--- src/rtl/md_share_arbiter.sv ---
// md_share_arbiter
//   Shares one iterative multiply/divide unit among num_req_p requesters.
//   Requesters are granted round-robin, one operation is in flight at a time,
//   and the unit's result is parked in a local buffer until the issuing
//   requester consumes it.
//
// Ports
//   clk_i, reset_n_i      clock, asynchronous active-low reset
//   req_v_i               per-requester request valid
//   req_opA_i, req_opB_i  packed operands, slice i belongs to requester i
//   req_funct3_i          packed RV32M funct3, slice i belongs to requester i
//   req_ready_o           one-hot grant, combinational in IDLE
//   resp_v_o              one-hot response valid toward the owning requester
//   resp_data_o           buffered result for the asserted resp_v_o bit
//   resp_yumi_i           response consumed (only the owner's bit matters)
//   md_v_o, md_ready_i    issue handshake toward the unit
//   md_opA_o, md_opB_o    operands toward the unit
//   md_funct3_o           funct3 toward the unit
//   md_v_i, md_result_i   result from the unit
//   md_yumi_o             result consumed
//   busy_o                an operation is in flight or awaiting consumption
module md_share_arbiter #(
   parameter int width_p   = 32,
   parameter int num_req_p = 4
) (
   input  logic                           clk_i,
   input  logic                           reset_n_i,
   input  logic [num_req_p-1:0]           req_v_i,
   input  logic [num_req_p*width_p-1:0]   req_opA_i,
   input  logic [num_req_p*width_p-1:0]   req_opB_i,
   input  logic [num_req_p*3-1:0]         req_funct3_i,
   output logic [num_req_p-1:0]           req_ready_o,
   output logic [num_req_p-1:0]           resp_v_o,
   output logic [width_p-1:0]             resp_data_o,
   input  logic [num_req_p-1:0]           resp_yumi_i,
   output logic                           md_v_o,
   input  logic                           md_ready_i,
   output logic [width_p-1:0]             md_opA_o,
   output logic [width_p-1:0]             md_opB_o,
   output logic [2:0]                     md_funct3_o,
   input  logic                           md_v_i,
   input  logic [width_p-1:0]             md_result_i,
   output logic                           md_yumi_o,
   output logic                           busy_o
);

   localparam int lg_req_lp = $clog2(num_req_p);

   typedef enum logic [1:0] {
      IDLE = 2'd0,
      WAIT = 2'd1,
      RESP = 2'd2
   } state_e;

   state_e                 state_r;
   logic [lg_req_lp-1:0]   last_r;
   logic [lg_req_lp-1:0]   owner_r;
   logic [width_p-1:0]     result_r;

   logic                   grant_en;
   logic [lg_req_lp-1:0]   win;

   // Round-robin pick: the lowest requesting index above `last`, otherwise
   // wrap to the lowest requesting index overall. The second loop overrides
   // the first whenever a candidate above `last` exists.
   function automatic logic [lg_req_lp-1:0] rr_pick(
      input logic [num_req_p-1:0] v,
      input logic [lg_req_lp-1:0] last
   );
      rr_pick = '0;
      for (int i = num_req_p - 1; i >= 0; i--) begin
         if (1'(v >> i)) rr_pick = lg_req_lp'(i);
      end
      for (int i = num_req_p - 1; i >= 0; i--) begin
         if (1'(v >> i) && (lg_req_lp'(i) > last)) rr_pick = lg_req_lp'(i);
      end
   endfunction

   // Grant and issue are combinational so the unit sees the request in the
   // same cycle the winner is chosen. Gating with reset_n_i keeps every
   // output low while reset is held, even with requests pending.
   always_comb begin
      grant_en    = reset_n_i && (state_r == IDLE) && md_ready_i && (|req_v_i);
      win         = rr_pick(req_v_i, last_r);
      req_ready_o = '0;
      md_opA_o    = '0;
      md_opB_o    = '0;
      md_funct3_o = '0;
      if (grant_en) begin
         for (int i = 0; i < num_req_p; i++) begin
            if (win == lg_req_lp'(i)) begin
               req_ready_o[i] = 1'b1;
               md_opA_o       = req_opA_i[i*width_p +: width_p];
               md_opB_o       = req_opB_i[i*width_p +: width_p];
               md_funct3_o    = req_funct3_i[i*3 +: 3];
            end
         end
      end
   end

   assign md_v_o = grant_en;

   // Responses come only from registered state, so md_v_i never reaches
   // resp_v_o combinationally.
   always_comb begin
      resp_v_o    = '0;
      resp_data_o = '0;
      if (state_r == RESP) begin
         for (int i = 0; i < num_req_p; i++) begin
            resp_v_o[i] = (owner_r == lg_req_lp'(i));
         end
         resp_data_o = result_r;
      end
   end

   assign md_yumi_o = (state_r == WAIT) && md_v_i;
   assign busy_o    = (state_r != IDLE);

   always_ff @(posedge clk_i or negedge reset_n_i) begin
      if (!reset_n_i) begin
         state_r  <= IDLE;
         last_r   <= lg_req_lp'(num_req_p - 1);
         owner_r  <= '0;
         result_r <= '0;
      end else begin
         case (state_r)
            IDLE: begin
               if (grant_en) begin
                  owner_r <= win;
                  last_r  <= win;
                  state_r <= WAIT;
               end
            end
            WAIT: begin
               if (md_v_i) begin
                  result_r <= md_result_i;
                  state_r  <= RESP;
               end
            end
            RESP: begin
               // Other requesters' yumi bits are ignored.
               if (resp_yumi_i[owner_r]) state_r <= IDLE;
            end
            default: state_r <= IDLE;
         endcase
      end
   end

   // The unit may only present a result while an operation is outstanding.
   a_md_v_only_in_wait: assert property (
      @(posedge clk_i) disable iff (!reset_n_i) md_v_i |-> (state_r == WAIT)
   );

endmodule

--- config.mk ---
export PLATFORM = sky130hd
export DESIGN_NAME = md_share_arbiter
export DESIGN_NICKNAME = d
export VERILOG_FILES = /design/src/rtl/md_share_arbiter.sv
export SDC_FILE = /design/constraint.sdc
export NUM_CORES = 1
export LEC_CHECK = 0
export BUFFER_PORTS_ARGS = -buffer_cell sky130_fd_sc_hd__buf_2
export CORE_AREA = 2 2 166 168
export DETAILED_ROUTE_END_ITERATION = 16
export DIE_AREA = 0 0 168 170
export HOLD_SLACK_MARGIN = 0.15
export PLACE_DENSITY_LB_ADDON = 0.12
export SYNTH_ARGS = -nofsm -noshare
export SYNTH_HDL_FRONTEND = slang
export SYNTH_SLANG_ARGS = --single-unit
--- constraint.sdc ---
create_clock -name clk_i -period 3.5 [get_ports clk_i]
set_input_delay 0.7 -clock clk_i [delete_from_list [all_inputs] [get_ports clk_i]]
set_output_delay 0.7 -clock clk_i [all_outputs]
set_load 0.005 [all_outputs]
# ---- Yosys cells after proc, flatten, opt, wreduce, memory -nomap -nowiden
# Cells that the tools add are included.
# W data, S select, Z words.
dict set report op_classes {
  order_cmp 5
  muxes 36
  eq_ne 11
  n_reduce_logical 16
}
# operator n
set ops {}
lappend ops {{$mux W32} 11}
lappend ops {{$mux W2} 11}
lappend ops {{$mux W3} 5}
lappend ops {{$eq A2 B2 Y1 const B} 5}
lappend ops {{$logic_and A1 B1 Y1} 8}
lappend ops {{$mux W4} 2}
lappend ops {{$eq A2 B1 Y1 const B} 3}
lappend ops {{$logic_not A2 Y1} 3}
lappend ops {{$pmux W2 S3} 1}
lappend ops {{$mux W1} 5}
lappend ops {{$gt A1 B2 Y1 const A} 2}
lappend ops {{$gt A2 B2 Y1 const A} 2}
lappend ops {{$ne A2 B2 Y1 const B} 2}
lappend ops {{$reduce_and A2 Y1} 2}
lappend ops {{$reduce_or A4 Y1} 1}
lappend ops {{$lt A2 B3 Y1 const B} 1}
lappend ops {{$reduce_and A3 Y1} 1}
lappend ops {{$bmux W1 S2} 1}
lappend ops {{$ne A2 B1 Y1 const B} 1}
lappend ops {{$reduce_bool A2 Y1} 1}
dict set report word_totals {
  in_bits 312
  output_inout_bits 110
  regBits 38
}

# ---- Depth between registers and ports, before layout
dict set report depth {
  ltp_word 14
  ltp_mapped 9
  mapped_depth_nobuf 5
}

# ---- Worst setup path after synthesis
# Ideal clock, no wire load.
dict set report synth_timing {
  kind {input -> output}
  from {input req_v_i[0]}
  to {output md_funct3_o[1]}
  setup_slack_ns 0.633
  required_time_ns 2.800
  t_arrival_ns 2.167
  cell_stages 7
  n_path_buf 2
  path_cell_list {buf_4 -> or4_1 -> nand4_1 -> nor2_1 -> clkbuf_1 -> o21a_1 -> a22o_1}
}
dict set report synth_between {
  elab_chain_len 11
}
# element line_no
set synth_lines {}
lappend synth_lines {{from (decl)} 28} ;# input logic [num_req_p-1:0] req_v_i,
lappend synth_lines {{$mux W2} 72} ;# if (1'(v >> i)) rr_pick = lg_req_lp'(i);
lappend synth_lines {{$mux W2 (4 in series)} 75} ;# if (1'(v >> i) && (lg_req_lp'(i) > last)) rr_pick = lg_req_lp'(i);
lappend synth_lines {{$logic_not A2 Y1} 91} ;# if (win == lg_req_lp'(i)) begin
lappend synth_lines {{$mux W3 (4 in series)} 91}
lappend synth_lines {{$mux W3 (*)} 89} ;# if (grant_en) begin
lappend synth_lines {{to (decl)} 40} ;# output logic [2:0] md_funct3_o,
# Every way passes the cells marked *; elsewhere a longest branch is shown, timed or not.

# ---- Worst setup path in the final report
dict set report layout_timing {
  from {register last_r[1]}
  to {output md_opA_o[5]}
}
dict set report layout_between {
  elab_chain_len 12
}
# element line_no
set layout_lines {}
lappend layout_lines {{from (decl)} 56} ;# logic [lg_req_lp-1:0] last_r;
lappend layout_lines {{from (signal assigned)} 122} ;# last_r <= lg_req_lp'(num_req_p - 1);
lappend layout_lines {{from (signal assigned)} 130} ;# last_r <= win;
lappend layout_lines {{$gt A2 B2 Y1} 75}
lappend layout_lines {{$logic_and A1 B1 Y1} 75}
lappend layout_lines {{$mux W2 (3 in series)} 75}
lappend layout_lines {{$mux W2 (*)} 75}
lappend layout_lines {{$logic_not A2 Y1} 91}
lappend layout_lines {{$mux W32 (3 in series)} 91}
lappend layout_lines {{$mux W32 (*)} 91}
lappend layout_lines {{$mux W32 (*)} 89}
lappend layout_lines {{to (decl)} 38} ;# output logic [width_p-1:0] md_opA_o,
# Marked as above.

==> flow_summary.ini <==
[drt]
route.antenna.remaining_nets = 0
firstDrtPassIters = 4
totalWireLength_um = 25300
vias = 6295
wl_per_instance_um = 18.9
detailedRoute.firstIterationViolations = 206
remaining_drc_errors = 0
drt-vias-per-instance = 4.70

[cells_and_area]
flow.area_growth_from_synthesis_pct = 63.0
final_layout_size_suffix_gt1_frac = 0.478
number_of_nets_in_the_final_layout = 1308

[global_route]
first_global_vias = 6425
grt_overflow_total = 0
grt_use_total = 0.165
grt_start_max_net_pins = 46
grt_first_pass_wirelength_um = 37200
antenna_found_initial = 4

[placement]
globalplace.congestion = 0.793
dp_hpwl_um = 19900
place.port_buffers = 421
preCtsSetupSlack_ns = 0.0501

[yosys]
post_synth_instance_area_um2 = 4400
edff_count_synth = 0
seq_area_frac_synth = 0.217
synthTopCellsByArea = sky130_fd_sc_hd__dfrtp_1, sky130_fd_sc_hd__nand2_1, sky130_fd_sc_hd__a22o_1
yosys-top-cells-count = sky130_fd_sc_hd__nand2_1, sky130_fd_sc_hd__clkbuf_1, sky130_fd_sc_hd__o21ai_0
syn_inst = 610
post-synth-top-area-fraction = 0.205
yosys.area.top_type = sky130_fd_sc_hd__dfrtp_1
synth-seq-cells = 38
ys_types = 39
ys_dominant_reg_cell = sky130_fd_sc_hd__dfrtp_1
yosysWarnings = 0
asyncSetResetFlopFracSynth = 1.00
most_common_cell_in_the_netlist = sky130_fd_sc_hd__nand2_1
synthesis.nets = 922
synthesis.area_per_instance_um2 = 7.21

[timing]
timing_hold_violations_final = 0
tightestPinTransition_ns = 0.986
timing.final.setup_violations = 0
fmaxAchievable_mhz = 303
maxSlewHeadroom = 0.341
fraction_of_the_cycle_the_final_worst_path_needs = 0.944
post-route-worst-setup-slack_ns = 0.197
fin_skew_ns = 0.00705
slew_violations = 0
fin_tns_setup_ns = 0
layout_min_cycle_time_ns = 3.30
setup_repair_after_global_routing_missed_its_margin = no

[power]
static-leakage-power_nw = 3.69
total_power_consumption_of_the_routed_design_w = 0.00385
power-per-cell-area_nw_per_um2 = 536
worst_ir_drop_vdd_mv = 0.254

[clock_tree]
cts_max_level = 2
clk_root_buffer_cell = sky130_fd_sc_hd__clkbuf_16
clockBufferDepth = 2
numCtsBuffers = 5
worst_setup_hold_path_clk_slew_ns = 0.06
clock-sinks = 38
cts_hold_buf = 0
cts_tree = yes
worst_skew_pair.late_latency_ns = 0.28

[floorplan]
die_ht_um = 170
die-area_um2 = 28600
die_width_um = 168
floorplan.io_pins = 422
floorplan.core_area_um2 = 26700
initial_core_util = 0.165
fp-row-count = 60

[setup_path]
timing.critical_path.arrival_ns = 2.60
path_max_fanout = 41
cp_required_ns = 2.80
critical_path.cell_chain = a21oi_1 > o221a_1 > nor2_4 > o21a_1 > a22o_1 > buf_2
kind_of_end_point_of_the_critical_path = output port
peak_per_stage_delay_on_the_critical_path_ns = 0.77
critPathKind = reg -> out
cp_launch_type = register
critical-path-top-delay-family = compound AO/OA/AOI/OAI gates
cp_slowest_cell = sky130_fd_sc_hd__nor2_4
critical_path_buf_inv_count = 1

[worst_hold_path]
timing.hold.worst.class = reg -> reg

[status]
status = finished clean

[job]
cap_violations = 0
-- final timing paths --
path                                     startpoint                  endpoint  slack, ns  cells after the start
setup reg to reg              last_r[1]$_DFFE_PN1P_    owner_r[1]$_DFFE_PN0P_       1.57                      7
min in group asynchronous                 reset_n_i  result_r[25]$_DFFE_PN0P_       0.49                      2
setup / recovery              last_r[1]$_DFFE_PN1P_               md_opA_o[5]       0.20                      6
max in group asynchronous                 reset_n_i     last_r[1]$_DFFE_PN1P_       2.63                      2
hold / removal             result_r[20]$_DFFE_PN0P_  result_r[20]$_DFFE_PN0P_       0.47                      2
hold reg to reg            result_r[20]$_DFFE_PN0P_  result_r[20]$_DFFE_PN0P_       0.47                      2
-- flip-flops by register name, summed over array words and instances, names as in the netlist --
signal,flops
result_r,32
last_r,2
owner_r,2
state_r,2
-- placed cells by master (no fill, tap or decap), drive strengths merged --
| master | Yosys | routed |
|---|---|---|
| nor3 | 3 | 3 |
| or4 | 1 | 1 |
| nand2 | 142 | 142 |
| a31oi | 16 | 16 |
| nor2 | 7 | 7 |
| o221ai | 28 | 28 |
| clkinv | 0 | 1 |
| nor2b | 4 | 4 |
| o211a | 1 | 1 |
| dfrtp | 36 | 36 |
| a21o | 1 | 1 |
| o21a | 41 | 41 |
| o211ai | 42 | 42 |
| xor2 | 1 | 1 |
| a21oi | 6 | 6 |
| a32o | 1 | 1 |
| o31ai | 1 | 1 |
| o221a | 1 | 1 |
| and3 | 3 | 3 |
| o2111ai | 41 | 41 |
| or2 | 1 | 1 |
| buf | 25 | 454 |
| o21ai | 45 | 45 |
| nand2b | 4 | 4 |
| mux4 | 1 | 1 |
| or3 | 1 | 1 |
| inv | 9 | 9 |
| mux2i | 10 | 10 |
| clkbuf | 50 | 5 |
| nand3b | 1 | 1 |
| diode | 0 | 1 |
| dfstp | 2 | 2 |
| a22o | 41 | 41 |
| bufinv | 0 | 2 |
| nand4 | 1 | 1 |
| and2 | 32 | 32 |
| nand3 | 11 | 11 |
-- kinds of logic (layout without fill, tap and decap cells) --
kind of cell,count (synthesis),count (layout),share of synthesized area
muxes,11,11,0.0279
xor gates and xnor gates,1,1,0.00199
buffers and inverters,84,471,0.0856
and+or+nand+nor,211,211,0.215
other,0,1,0
DFF,38,38,0.217
AOI/OAI and AO/OA,265,265,0.453
-- metal layers --
layer,GRT usage,vias up,routed length [µm]
li1,-,3081,-
met1,0.200,2940,10200
met2,0.311,257,13100
met3,0.0263,17,1680
met4,0.0295,0,345
met5,0,-,0
-- stage by stage --
stage / std cells / utilization / hold WS (ns) / cell area [µm²]
2_1_floorplan: 610 / - / 0.404 / 4400
3_3_place_gp: 1328 / 0.260 / 0.451 / 6930
3_5_place_dp: 1328 / 0.260 / 0.454 / 6930
4_1_cts: 1338 / 0.269 / 0.470 / 7160
5_1_grt: 1339 / 0.269 / 0.489 / 7170
6_report: 1339 / 0.269 / 0.465 / 7170
-- where the power goes --
part | switching (W) | internal (W) | leakage [nW]
Clock | 0.000183 | 0.000410 | 0.0940
Sequential | 0.000126 | 0.000650 | 0.469
Combinational | 0.00148 | 0.00100 | 3.13
Total | 0.00179 | 0.00206 | 3.69
-- worst reg2reg max path: stages (launching register included) --
cell and delay (ns):
sky130_fd_sc_hd__dfstp_2 0.61, sky130_fd_sc_hd__inv_1 0.13, sky130_fd_sc_hd__o31ai_4 0.24, sky130_fd_sc_hd__buf_4 0.14
sky130_fd_sc_hd__buf_4 0.36, sky130_fd_sc_hd__nor2_1 0.15, sky130_fd_sc_hd__nand2_1 0.11, sky130_fd_sc_hd__o21ai_0 0.08
-- cell type report --
class | count | area, µm²
Clock inverter | 3 | 68.8
Clock buffer | 5 | 125
Inverter | 9 | 33.8
Fill cell | 3025 | 19500
Multi-Input combinational cell | 488 | 3110
Sequential cell | 38 | 953
Antenna cell | 1 | 2.50
Tap cell | 341 | 427
Timing Repair Buffer | 454 | 2450
-- timing repair --
action                                 4_1_cts  5_1_grt
pin swaps                                    1        0
endpoints found under the hold margin        0        0
buffers inserted                             2        0
setup endpoints to repair                    2       26
gates resized for setup                      0        2
Note: power is estimated with default switching activity, not from simulation.
